`config.mk`:
```
export PLATFORM = sky130hd
export DESIGN_NAME = wb_uart
export DESIGN_NICKNAME = d
export VERILOG_FILES = /design/src/rtl/wb_uart.sv
export SDC_FILE = /design/constraint.sdc
export NUM_CORES = 1
export LEC_CHECK = 0
export ABC_AREA = 1
export CORE_UTILIZATION = 35
export CTS_BUF_LIST = sky130_fd_sc_hd__clkbuf_4
export DETAILED_ROUTE_END_ITERATION = 10
export PLACE_DENSITY = 0.59
export SYNTH_ARGS = -nofsm -noshare
export SYNTH_HDL_FRONTEND = slang
export SYNTH_SLANG_ARGS = --single-unit
```
`constraint.sdc`:
```
create_clock -name clk -period 7.7 [get_ports clk]
set_input_delay 1.54 -clock clk [delete_from_list [all_inputs] [get_ports clk]]
set_output_delay 1.54 -clock clk [all_outputs]
set_load 0.1 [all_outputs]
```
`src/rtl/wb_uart.sv`:
```
// wb_uart: Wishbone pipelined-mode UART with a TX FIFO, programmable divisor and level irq.
// Define WB_UART_RX_EN to build the receiver; without it the block is transmit-only.
module wb_uart #(
  parameter logic [15:0] DIV_RESET = 16'd433,
  parameter int          TX_DEPTH  = 4
) (
  input  logic        clk,
  input  logic        rst,
  input  logic        cyc,
  input  logic        stb,
  input  logic        we,
  input  logic [15:0] adr,
  input  logic [15:0] dat_i,
  output logic [15:0] dat_o,
  output logic        ack,
  output logic        stall,
  output logic        txd,
  input  logic        rxd,
  output logic        irq
);

  localparam int PTR_W = $clog2(TX_DEPTH);

  typedef enum logic [1:0] {TX_IDLE, TX_START, TX_DATA, TX_STOP} tx_state_t;

  logic [15:0]      divisor;
  logic [7:0]       fifo_mem [TX_DEPTH];
  logic [PTR_W-1:0] wr_ptr, rd_ptr;
  logic [PTR_W:0]   fifo_cnt;
  logic             fifo_full, fifo_empty;
  logic             push, pop;
  logic             accept, rd_status, wr_div;
  logic [15:0]      rd_mux, status;

  tx_state_t        tx_state, tx_state_n;
  logic [15:0]      tx_cnt;
  logic [2:0]       tx_idx;
  logic [7:0]       tx_shift;
  logic             tx_bit_end, tx_busy;

  logic             rx_valid, rx_overrun, rx_framerr;
  logic [7:0]       rx_buf;
  logic             unused_adr;

  assign unused_adr = ^{adr[15:3], adr[0]};

  assign fifo_full  = (fifo_cnt == (PTR_W+1)'(TX_DEPTH));
  assign fifo_empty = (fifo_cnt == '0);

  assign stall     = cyc & stb & we & (adr[2:1] == 2'd0) & fifo_full;
  assign accept    = cyc & stb & ~stall;
  assign push      = accept & we & (adr[2:1] == 2'd0);
  assign wr_div    = accept & we & (adr[2:1] == 2'd2);
  assign rd_status = accept & ~we & (adr[2:1] == 2'd1);

  assign tx_busy = (tx_state != TX_IDLE);
  assign status  = {10'd0, rx_framerr, rx_overrun, rx_valid, tx_busy, fifo_empty, fifo_full};
  assign irq     = rx_valid | (fifo_empty & ~tx_busy);

  always_comb begin
    rd_mux = 16'h0000;
    case (adr[2:1])
      2'd0:    rd_mux = {8'h00, rx_buf};
      2'd1:    rd_mux = status;
      2'd2:    rd_mux = divisor;
      default: rd_mux = 16'h0000;
    endcase
  end

  // Bus response stage: ack and read data one cycle after acceptance
  always_ff @(posedge clk) begin
    if (!rst) begin
      ack     <= 1'b0;
      dat_o   <= 16'h0000;
      divisor <= DIV_RESET;
    end else begin
      ack   <= accept;
      dat_o <= (accept && !we) ? rd_mux : 16'h0000;
      if (wr_div) divisor <= dat_i;
    end
  end

  always_ff @(posedge clk) begin
    if (!rst) begin
      wr_ptr   <= '0;
      rd_ptr   <= '0;
      fifo_cnt <= '0;
    end else begin
      if (push) wr_ptr <= wr_ptr + PTR_W'(1);
      if (pop)  rd_ptr <= rd_ptr + PTR_W'(1);
      case ({push, pop})
        2'b10:   fifo_cnt <= fifo_cnt + (PTR_W+1)'(1);
        2'b01:   fifo_cnt <= fifo_cnt - (PTR_W+1)'(1);
        default: fifo_cnt <= fifo_cnt;
      endcase
    end
  end

  always_ff @(posedge clk) begin
    if (push) fifo_mem[wr_ptr] <= dat_i[7:0];
  end

  // TX state register
  always_ff @(posedge clk) begin
    if (!rst) tx_state <= TX_IDLE;
    else      tx_state <= tx_state_n;
  end

  always_comb begin
    tx_state_n = tx_state;
    pop        = 1'b0;
    tx_bit_end = (tx_cnt == 16'd0);
    case (tx_state)
      TX_IDLE: begin
        if (!fifo_empty) begin
          pop        = 1'b1;
          tx_state_n = TX_START;
        end
      end
      TX_START: if (tx_bit_end) tx_state_n = TX_DATA;
      TX_DATA:  if (tx_bit_end && tx_idx == 3'd7) tx_state_n = TX_STOP;
      TX_STOP: begin
        if (tx_bit_end) begin
          if (!fifo_empty) begin
            pop        = 1'b1;
            tx_state_n = TX_START;
          end else begin
            tx_state_n = TX_IDLE;
          end
        end
      end
      default: tx_state_n = TX_IDLE;
    endcase
  end

  // The bit counter reloads from divisor at every bit boundary, so a divisor
  // write only affects bits that start after it.
  always_ff @(posedge clk) begin
    if (!rst) begin
      txd    <= 1'b1;
      tx_cnt <= 16'd0;
      tx_idx <= 3'd0;
    end else if (pop) begin
      txd    <= 1'b0;
      tx_cnt <= divisor;
    end else if (tx_state != TX_IDLE) begin
      if (tx_bit_end) begin
        tx_cnt <= divisor;
        case (tx_state)
          TX_START: begin
            txd    <= tx_shift[0];
            tx_idx <= 3'd0;
          end
          TX_DATA: begin
            txd    <= (tx_idx == 3'd7) ? 1'b1 : tx_shift[0];
            tx_idx <= tx_idx + 3'd1;
          end
          default: txd <= 1'b1;
        endcase
      end else begin
        tx_cnt <= tx_cnt - 16'd1;
      end
    end
  end

  always_ff @(posedge clk) begin
    if (pop)
      tx_shift <= fifo_mem[rd_ptr];
    else if (tx_bit_end && (tx_state == TX_START || tx_state == TX_DATA))
      tx_shift <= {1'b0, tx_shift[7:1]};
  end

`ifdef WB_UART_RX_EN
  typedef enum logic [1:0] {RX_IDLE, RX_START, RX_DATA, RX_STOP} rx_state_t;

  rx_state_t   rx_state, rx_state_n;
  logic        rx_s1, rx_s2, rx_prev;
  logic [15:0] rx_cnt;
  logic [2:0]  rx_idx;
  logic [7:0]  rx_shift;
  logic        rx_tick, rx_fall, rx_done, rd_data;

  assign rd_data = accept & ~we & (adr[2:1] == 2'd0);
  assign rx_tick = (rx_cnt == 16'd0);
  assign rx_fall = rx_prev & ~rx_s2;

  always_ff @(posedge clk) begin
    if (!rst) begin
      rx_s1    <= 1'b1;
      rx_s2    <= 1'b1;
      rx_prev  <= 1'b1;
      rx_state <= RX_IDLE;
    end else begin
      rx_s1    <= rxd;
      rx_s2    <= rx_s1;
      rx_prev  <= rx_s2;
      rx_state <= rx_state_n;
    end
  end

  always_comb begin
    rx_state_n = rx_state;
    rx_done    = 1'b0;
    case (rx_state)
      RX_IDLE:  if (rx_fall) rx_state_n = RX_START;
      RX_START: if (rx_tick) rx_state_n = rx_s2 ? RX_IDLE : RX_DATA;
      RX_DATA:  if (rx_tick && rx_idx == 3'd7) rx_state_n = RX_STOP;
      RX_STOP: begin
        if (rx_tick) begin
          rx_done    = 1'b1;
          rx_state_n = RX_IDLE;
        end
      end
      default: rx_state_n = RX_IDLE;
    endcase
  end

  // Start-bit check lands mid-bit; later samples are one bit period apart
  always_ff @(posedge clk) begin
    if (!rst) begin
      rx_cnt <= 16'd0;
      rx_idx <= 3'd0;
    end else begin
      case (rx_state)
        RX_IDLE: if (rx_fall) rx_cnt <= {1'b0, divisor[15:1]};
        RX_START: begin
          if (rx_tick) begin
            rx_cnt <= divisor;
            rx_idx <= 3'd0;
          end else begin
            rx_cnt <= rx_cnt - 16'd1;
          end
        end
        default: begin
          if (rx_tick) begin
            rx_cnt <= divisor;
            rx_idx <= rx_idx + 3'd1;
          end else begin
            rx_cnt <= rx_cnt - 16'd1;
          end
        end
      endcase
    end
  end

  always_ff @(posedge clk) begin
    if (rx_state == RX_DATA && rx_tick) rx_shift <= {rx_s2, rx_shift[7:1]};
  end

  always_ff @(posedge clk) begin
    if (!rst) begin
      rx_buf     <= 8'h00;
      rx_valid   <= 1'b0;
      rx_overrun <= 1'b0;
      rx_framerr <= 1'b0;
    end else begin
      if (rd_data) rx_valid <= 1'b0;
      if (rd_status) begin
        rx_overrun <= 1'b0;
        rx_framerr <= 1'b0;
      end
      if (rx_done) begin
        if (rx_valid && !rd_data) begin
          rx_overrun <= 1'b1;
        end else begin
          rx_buf   <= rx_shift;
          rx_valid <= 1'b1;
        end
        if (!rx_s2) rx_framerr <= 1'b1;
      end
    end
  end
`else
  logic unused_rx;

  assign unused_rx  = rxd ^ rd_status;
  assign rx_buf     = 8'h00;
  assign rx_valid   = 1'b0;
  assign rx_overrun = 1'b0;
  assign rx_framerr = 1'b0;
`endif

endmodule
```
==> flow_summary_export.csv, run 1 <==
group,metric,value,unit
run_status,status,"completed",
drt,post_drt_wl_per_cell,13.70,microns
synth,synth_enable_flop_cells,40,
global_route,grt_antenna_before_repair,1,
timing,period_share,67.53,%
place,placed_cells,777,
place,dpl.hpwl,7612,microns
floorplan,io_pins,58,
clock_tree,tritoncts,"done",
timing,finalSetupViolations,0,
finish,final_cell_mix,"nand2_1, nor2_1, dfxtp_1",
timing,slew_headroom,33.09,%
drt,drtIter0Drc,213,
timing,skew,16.33,ps
synth,synth_ff_type,"dfxtp_1",
floorplan,die_h,119.2,microns
floorplan,die_x,119.2,microns
clock_tree,holdBufCountCts,0,
floorplan,start_util,36.13,%
clock_tree,clock_path_buffers,2,
timing,fin_setup_tns,0,ps
setup_path,cp_data_arrival_time,3660,ps
setup_path,end_kind,"primary output",
drt,vias,3795,
clock_tree,clk_pin_slew,160,ps
synth,synth_cells,577,
min_path,hp-class,"reg2reg",
place,gp_congestion,0.7962,
timing,fmax,192.3,MHz
synth,netlist_area,4803,sq um
synth,synth.avg_cell_area,8.325,sq um
global_route,grt_util_all_layers,16.31,%
power_and_ir_drop,power_per_cell_area,379.4,nW/um^2
setup_path,critPathKind,"in2out",
finish,layout_commonest_cell,"nand2_1",
power_and_ir_drop,power.leakage,2.155,nW
drt,routed_wirelength,10880,microns
drt,ant_nets,0,
clock_tree,clkLatencyLatePin,480,ps
setup_path,worst-path-max-fanout,2,
synth,async_reset_ff_share,0,%
timing,rsz0062_at_grt,"no",
global_route,grt_max_degree,34,
synth,ys_seq_area_share,51.68,%
finish,fillers,1341,
clock_tree,cts_setup_buffers,0,
global_route,grt_pass1_vias,3617,
finish,fin_nets,666,
clock_tree,htreeDepth,3,
clock_tree,cts.sinks,104,
global_route,overflow,0,
synth,ys_warn_count,0,
finish,drive_gt1_share,5.511,%
synth,synth.distinct_cells,36,
synth,synth-seq-cells,104,
finish,area_growth,14.27,%
place,port_buffers,42,
global_route,grt_pass1_wl,17970,microns
setup_path,worstPathRequired,6160,ps
floorplan,num_rows,42,
floorplan,die-area,14200,sq um
power_and_ir_drop,ir_drop,0.1432,mV
clock_tree,cts_resized,0,
finish,fin_cells,794,
floorplan,core-area,13300,sq um
drt,vias_per_cell,4.780,
clock_tree,cts_inserted_buffers,9,
timing,maxSlewViolCount,0,
drt,dr.pass1.iters,4,
drt,drc,0,
timing,tightest_slew,1001,ps
timing,period_needed,5200,ps
setup_path,critPathLaunchType,"input port",
clock_tree,cts-root-buf,"clkbuf_4",
synth,syn_nets,631,
timing,timing_hold_violations_final,0,
job,maxCapViolations,0,
## routing by layer
layer  GRT usage [%]  share of wire, %  up-vias  wire (microns)
li1                -                 -     1958               -
met1           22.40                48     1765            5207
met2           24.82                47       64            5067
met3           2.634               4.5        8             489
met4           7.991               1.1        0             117
met5               0                 0        -               0
## synthesized netlist by cell type (all sizes together) (3+ instances only)
cell type	n	area share, %
a21oi	37	4.0
a31oi	7	0.91
buf	9	1.6
clkbuf	12	0.94
dfxtp	64	27
edfxtp	40	25
ha	15	3.9
inv	64	5.0
nand2	110	9.5
nand3	35	3.8
nand3b	3	0.47
nor2	95	8.0
nor3	14	1.5
o211ai	5	0.78
o21ai	55	5.7
xnor2	4	0.73
## stage by stage
step / utilization (%) / hold WS (ps) / cell area (sq um) / worst slack, ps / total power, W
CTS: 41.27 / 483.7 / 5487 / 2484 / 0.002091
finish: 41.29 / 485.1 / 5489 / 2500 / 0.002083
global route: 41.29 / 505.9 / 5489 / 2344 / 0.002277
detailed placement: 40.19 / 461.8 / 5344 / 2487 / 0.001800
floorplan: - / 431.9 / 4803 / 3607 / 0.001604
global placement: 40.19 / 457.1 / 5344 / 2520 / 0.001783
## area by class of cell
| cell class | count | area, sq um | area share [%] |
|---|---|---|---|
| inverters | 65 | 245.2 | 4.468 |
| flip-flops and latches | 104 | 2482 | 45.22 |
| repair buffers | 45 | 442.9 | 8.069 |
| clock inverters | 6 | 67.56 | 1.231 |
| clock buffers | 10 | 75.07 | 1.368 |
| multi-input cells | 387 | 1953 | 35.58 |
| well taps | 176 | 220.2 | 4.012 |
| diodes | 1 | 2.502 | 0.04559 |
## logic make-up (layout without fill, tap and decap cells)
logic type      after synthesis  count (layout)  synth area share (%)
simple gates                259             259                 23.52
compound gates              107             107                 11.90
flops                       104             104                 51.68
buf+inv                      86             126                 7.658
fa+ha+maj                    16              16                 4.324
xor+xnor                      5               5                0.9117
other cells                   0               1                     0
## worst max-delay path, cell delays in order
cell and delay (ps):
clkdlybuf4s50_1 430, inv_1 90, ha_1 170, nand2_1 60, nor2_1 80, nand3_1 90
inv_1 70, clkdlybuf4s50_1 1130
## worst paths after layout
kind	start	endpoint	slack [ps]	cells past startpoint
worst max-delay path	adr[1]	stall	2500	8
worst min-delay path	divisor[0]$_SDFFE_PN1P_	dat_o[0]$_SDFF_PN0_	490	2
worst max register to register	tx_cnt[0]$_SDFFE_PN0P_	fifo_cnt[2]$_SDFFE_PN0P_	4820	15
worst min register to register	divisor[0]$_SDFFE_PN1P_	dat_o[0]$_SDFF_PN0_	490	2
## state kept, by name, indices dropped and copies added, names as in the netlist, 3 cells and up, named ones only
| signal | count |
|---|---|
| divisor | 16 |
| tx_cnt | 16 |
| tx_shift | 8 |
| tx_idx | 3 |
| fifo_mem | 32 |
| fifo_cnt | 3 |
| dat_o | 16 |
## power breakdown
part	switching, W	total, W	internal [W]
logic	0.000704	0.00104	0.000340
registers	0.0000768	0.000747	0.000670
clock network	0.000187	0.000292	0.000105
total	0.000967	0.00208	0.00112
Note: power is estimated with default switching activity, not from simulation.
==> run 2, diff against run 1 <==
Settings changed: PLACE_DENSITY 0.59 to 0.61.
Clock period 7.7 ns to 4.4 ns, I/O delays scaled along.
==> flow_summary_export.csv, run 2 (synthesis results as in run 1) <==
group,metric,value,unit
clock_tree,clk_pin_slew,150,ps
finish,layout_commonest_cell,"nand2_1",
finish,multi_input_area,1953,sq um
setup_path,cp_data_arrival_time,3440,ps
place,gp_congestion,0.8225,
clock_tree,htreeDepth,3,
min_path,hp-class,"reg2reg",
timing,maxSlewViolCount,0,
finish,regArea,2482,sq um
floorplan,die_x,119.2,microns
finish,fin_nets,666,
floorplan,die_h,119.2,microns
finish,largest_reg_flops,32,
timing,period_share,69.89,%
timing,tightest_slew,991.4,ps
floorplan,start_util,36.13,%
setup_path,critPathLaunchType,"input port",
timing,timing_hold_violations_final,0,
timing,rsz0062_at_grt,"no",
clock_tree,tritoncts,"done",
finish,area_growth,15.00,%
drt,post_drt_wl_per_cell,13.70,microns
finish,fin_cells,794,
finish,largest-register,"fifo_mem",
floorplan,io_pins,58,
setup_path,worstPathRequired,4760,ps
clock_tree,clkLatencyLatePin,460,ps
timing,period_needed,3075,ps
clock_tree,cts.sinks,104,
job,maxCapViolations,0,
power_and_ir_drop,power.leakage,2.179,nW
global_route,grt_pass1_wl,18030,microns
drt,wl_met1,5158,microns
timing,finalSetupViolations,0,
timing,fmax,325.2,MHz
floorplan,num_rows,42,
clock_tree,clock_path_buffers,2,
power_and_ir_drop,ir_drop,0.2640,mV
drt,wl_met2,5074,microns
floorplan,die-area,14200,sq um
drt,routed_wirelength,10880,microns
global_route,grt_max_degree,33,
place,dpl.hpwl,7738,microns
global_route,overflow,0,
clock_tree,cts-root-buf,"clkbuf_4",
timing,skew,17.63,ps
power_and_ir_drop,finalPower,0.003760,W
global_route,grt_antenna_before_repair,1,
drt,dr.pass1.iters,5,
drt,drc,0,
drt,drtIter0Drc,275,
floorplan,core-area,13300,sq um
drt,wl_met3,505,microns
setup_path,worst-path-max-fanout,9,
global_route,grt_util_all_layers,16.21,%
timing,slew_headroom,33.70,%
drt,vias_per_cell,4.865,
finish,drive_gt1_share,5.997,%
finish,finish.utilization,41.55,%
drt,ant_nets,0,
place,placed_cells,777,
setup_path,end_kind,"register",
place,port_buffers,42,
place,preCtsSetupSlack,887.7,ps
global_route,grt_pass1_vias,3656,
timing,fin_ws,1325,ps
drt,top_layer,"met4",
drt,vias,3863,
run_status,status,"completed",
clock_tree,cts_inserted_buffers,9,
clock_tree,cts_setup_buffers,0,
power_and_ir_drop,power_per_cell_area,680.6,nW/um^2
clock_tree,cts_resized,0,
finish,fillers,1312,
setup_path,critPathKind,"in2reg",
clock_tree,holdBufCountCts,0,
finish,final_cell_mix,"nand2_1, nor2_1, dfxtp_1",
timing,fin_setup_tns,0,ps
==> run 2: changes by cell type in the layout (fill, tap and decap cells not counted) <==
cell	previous run	this run
buf_4	3	5
bufinv_16	1	3
clkdlybuf4s50_1	42	40
clkinv_1	1	0
clkinv_4	1	0
inv_2	1	2
inv_8	1	0
==> run 2: final timing paths <==
| check | startpoint | to | slack (ps) | cells past startpoint |
|---|---|---|---|---|
| worst min-delay path | divisor[1]$_SDFFE_PN0P_ | divisor[1]$_SDFFE_PN0P_ | 490 | 2 |
| worst max-delay path | adr[1] | fifo_cnt[2]$_SDFFE_PN0P_ | 1320 | 16 |
| worst min register to register | divisor[1]$_SDFFE_PN0P_ | divisor[1]$_SDFFE_PN0P_ | 490 | 2 |
| worst max register to register | tx_cnt[0]$_SDFFE_PN0P_ | fifo_cnt[2]$_SDFFE_PN0P_ | 1510 | 15 |
==> run 2: critical path, cell delays in order <==
cell and delay (ps):
clkdlybuf4s50_1 430, inv_1 90, ha_1 180, nand2_1 60, nor2_1 90, nand3_1 100
nand3_1 150, inv_1 50, nand3_1 270, ha_1 210, inv_1 60, fa_1 380
a21oi_1 150, o21ai_0 120, o21ai_0 160, a21oi_1 50
==> run 2: metal layers <==
metal	track usage, %	vias to the layer above
li1	-	1964
met1	22.06	1804
met2	25.76	83
met3	2.874	12
met4	5.696	0
met5	0	-
==> run 2: where the power goes <==
group / internal (W) / leakage, nW / switching (W)
combinational: 0.000593 / 1.20 / 0.00125
sequential: 0.00117 / 0.882 / 0.000137
clock: 0.000294 / 0.101 / 0.000317
total: 0.00206 / 2.18 / 0.00170
==> run 2: area by class of cell <==
cell class              count  area share (%)
flip-flops and latches    104           44.94
well taps                 176           3.986
inverters                  65           4.439
multi-input cells         387           35.36
diodes                      1         0.04530
repair buffers             45           7.928
clock buffers              10           1.359
clock inverters             6           1.948
==> run 2: per-stage QoR <==
stage	hold slack, ps	area, sq um
after floorplan	431.9	4803
after global placement	457.7	5339
after detailed placement	470.7	5339
after CTS	489.7	5522
after global routing	507.9	5524
final	487.4	5524
==> run 3, diff against run 2 <==
Settings changed: PLACE_DENSITY 0.61 to 0.59.
Clock period 4.4 ns to 2.93 ns, I/O delays scaled along.
==> flow_summary_export.csv, run 3 (synthesis results as in run 1) <==
group,metric,value,unit
finish,final_cell_mix,"nand2_1, nor2_1, dfxtp_1",
timing,rsz0062_at_grt,"no",
global_route,grt_pass1_wl,18530,microns
place,gp_congestion,0.8383,
drt,drtIter0Drc,223,
setup_path,critical_path.top_delay_family,"buffers and inverters",
min_path,hp-class,"reg2reg",
global_route,grt_util_all_layers,16.72,%
clock_tree,htreeDepth,3,
run_status,status,"completed",
setup_path,worst-path-max-fanout,6,
setup_path,critPathKind,"reg2out",
drt,post_drt_wl_per_cell,13.83,microns
power_and_ir_drop,p_comb_share,51.6,%
clock_tree,cts_inserted_buffers,9,
global_route,overflow,0,
setup_path,cp_data_arrival_time,2010,ps
power_and_ir_drop,swShare,46.09,%
place,dpl.hpwl,7894,microns
timing,fmax,385.4,MHz
place,port_buffers,42,
floorplan,start_util,36.13,%
timing,slew_headroom,57.21,%
timing,skew,12.09,ps
job,maxCapViolations,0,
drt,ant_nets,0,
power_and_ir_drop,switchingPower,0.002542,W
clock_tree,cts_resized,0,
power_and_ir_drop,clkPwrFrac,13.4,%
floorplan,die_x,119.2,microns
floorplan,die_h,119.2,microns
power_and_ir_drop,power.leakage,2.249,nW
finish,finish.utilization,41.62,%
clock_tree,clock_path_buffers,2,
clock_tree,cts_setup_buffers,0,
power_and_ir_drop,finalPower,0.005515,W
power_and_ir_drop,seqPwrFrac,35.1,%
timing,maxSlewViolCount,0,
clock_tree,cts.sinks,104,
setup_path,crit_path_top_delay_cell,"dfxtp_1",
finish,antennaDiodeCount,0,
setup_path,crit_path_max_incr_delay,380,ps
setup_path,crit_buf_inv,3,
global_route,grt_antenna_before_repair,0,
timing,timing_hold_violations_final,0,
timing,period_share,88.57,%
drt,routed_wirelength,11130,microns
global_route,grt_pass1_vias,3659,
timing,tightest_slew,641.2,ps
setup_path,end_kind,"primary output",
timing,period_needed,2595,ps
clock_tree,holdBufCountCts,0,
drt,vias_per_cell,4.821,
power_and_ir_drop,ir_drop,0.4062,mV
drt,drc,0,
floorplan,die-area,14200,sq um
finish,fin_nets,678,
finish,largest_reg_flops,32,
drt,vias,3881,
floorplan,io_pins,58,
drt,dr.pass1.iters,6,
finish,largest-register,"fifo_mem",
setup_path,worstPathRequired,2340,ps
global_route,grt_max_degree,33,
finish,drive_gt1_share,10.49,%
floorplan,num_rows,42,
timing,finalSetupViolations,0,
finish,layout_commonest_cell,"nand2_1",
clock_tree,tritoncts,"done",
power_and_ir_drop,power_per_cell_area,996.5,nW/um^2
clock_tree,cts-root-buf,"clkbuf_4",
power_and_ir_drop,intPower,0.002973,W
clock_tree,clk_pin_slew,160,ps
setup_path,critPathLaunchType,"register",
floorplan,core-area,13300,sq um
setup_path,crit_chain,"inv_1, ha_1, inv_1, nor2_1, buf_4",
setup_path,cpMostUsedCell,"inv_1",
finish,area_growth,15.21,%
clock_tree,clkLatencyLatePin,450,ps
-- run 3: changes by cell type in the layout (fill, tap and decap cells not counted), sizes merged --
cell | before | now
diode | 1 | 0
clkbuf | 10 | 11
inv | 66 | 65
clkinvlp | 0 | 1
clkdlybuf4s50 | 40 | 22
clkinv | 2 | 3
buf | 5 | 35
bufinv | 3 | 1
-- run 3: final cells by class --
| type | instances | area, sq um |
|---|---|---|
| timing repair buffer | 57 | 495.5 |
| sequential | 104 | 2482 |
| clock inverter | 5 | 55.05 |
| multi-input combinational | 387 | 1953 |
| inverter | 65 | 245.2 |
| tap | 176 | 220.2 |
| clock buffer | 11 | 82.58 |
| fill | 1332 | 7761 |
-- run 3: through the flow --
| step | setup slack, ps | setup TNS (ps) | instances | instance area [sq um] | hold WS, ps |
|---|---|---|---|---|---|
| 6_report | 335.0 | 0 | 805 | 5534 | 483.7 |
| 3_5_place_dp | -69.00 | -69.00 | 789 | 5396 | 469.7 |
| 4_1_cts | 315.6 | 0 | 805 | 5534 | 489.1 |
| 5_1_grt | 201.2 | 0 | 805 | 5534 | 509.0 |
| 2_1_floorplan | 231.6 | 0 | 577 | 4803 | 431.9 |
| 3_3_place_gp | 57.28 | 0 | 789 | 5396 | 460.1 |
-- run 3: per-layer routing --
layer  GRT usage [%]  up-vias  routed length, microns
li1                -     1976                       -
met1           22.24     1825                    5350
met2           26.64       72                    5230
met3           3.017        8                     407
met4           7.041        0                     143
met5               0        -                       0
-- run 3: worst register-to-register path: stages (launching register included) --
cell and delay [ps]:
dfxtp_1 380, inv_1 90, ha_1 260, nand2_2 150, nor2_4 160, nand3_2 100, nand2_4 90, nand2_8 50
clkinv_2 60, ha_1 140, inv_1 70, fa_1 380, a21oi_1 150, o21ai_0 120, o21ai_0 150, a21oi_1 50
-- run 3: path summary, 6_finish.rpt --
path / from / end / slack [ps] / depth (start not counted)
max: tx_state[0]$_SDFFE_PN0P_ / irq / 330 / 5
max reg2reg: tx_cnt[0]$_SDFFE_PN0P_ / fifo_cnt[2]$_SDFFE_PN0P_ / 440 / 15
min reg2reg: tx_idx[2]$_SDFFE_PN0P_ / tx_idx[2]$_SDFFE_PN0P_ / 480 / 2
min: tx_idx[2]$_SDFFE_PN0P_ / tx_idx[2]$_SDFFE_PN0P_ / 480 / 2
-- run 3: power by group through the flow --
stage          logic (W)  clock network [W]  registers, W
6_report         0.00284           0.000737       0.00193
5_1_grt          0.00324           0.000822       0.00197
4_1_cts          0.00286           0.000762       0.00193
3_5_place_dp     0.00285                  0       0.00197
3_3_place_gp     0.00282                  0       0.00196
2_1_floorplan    0.00227                  0       0.00195
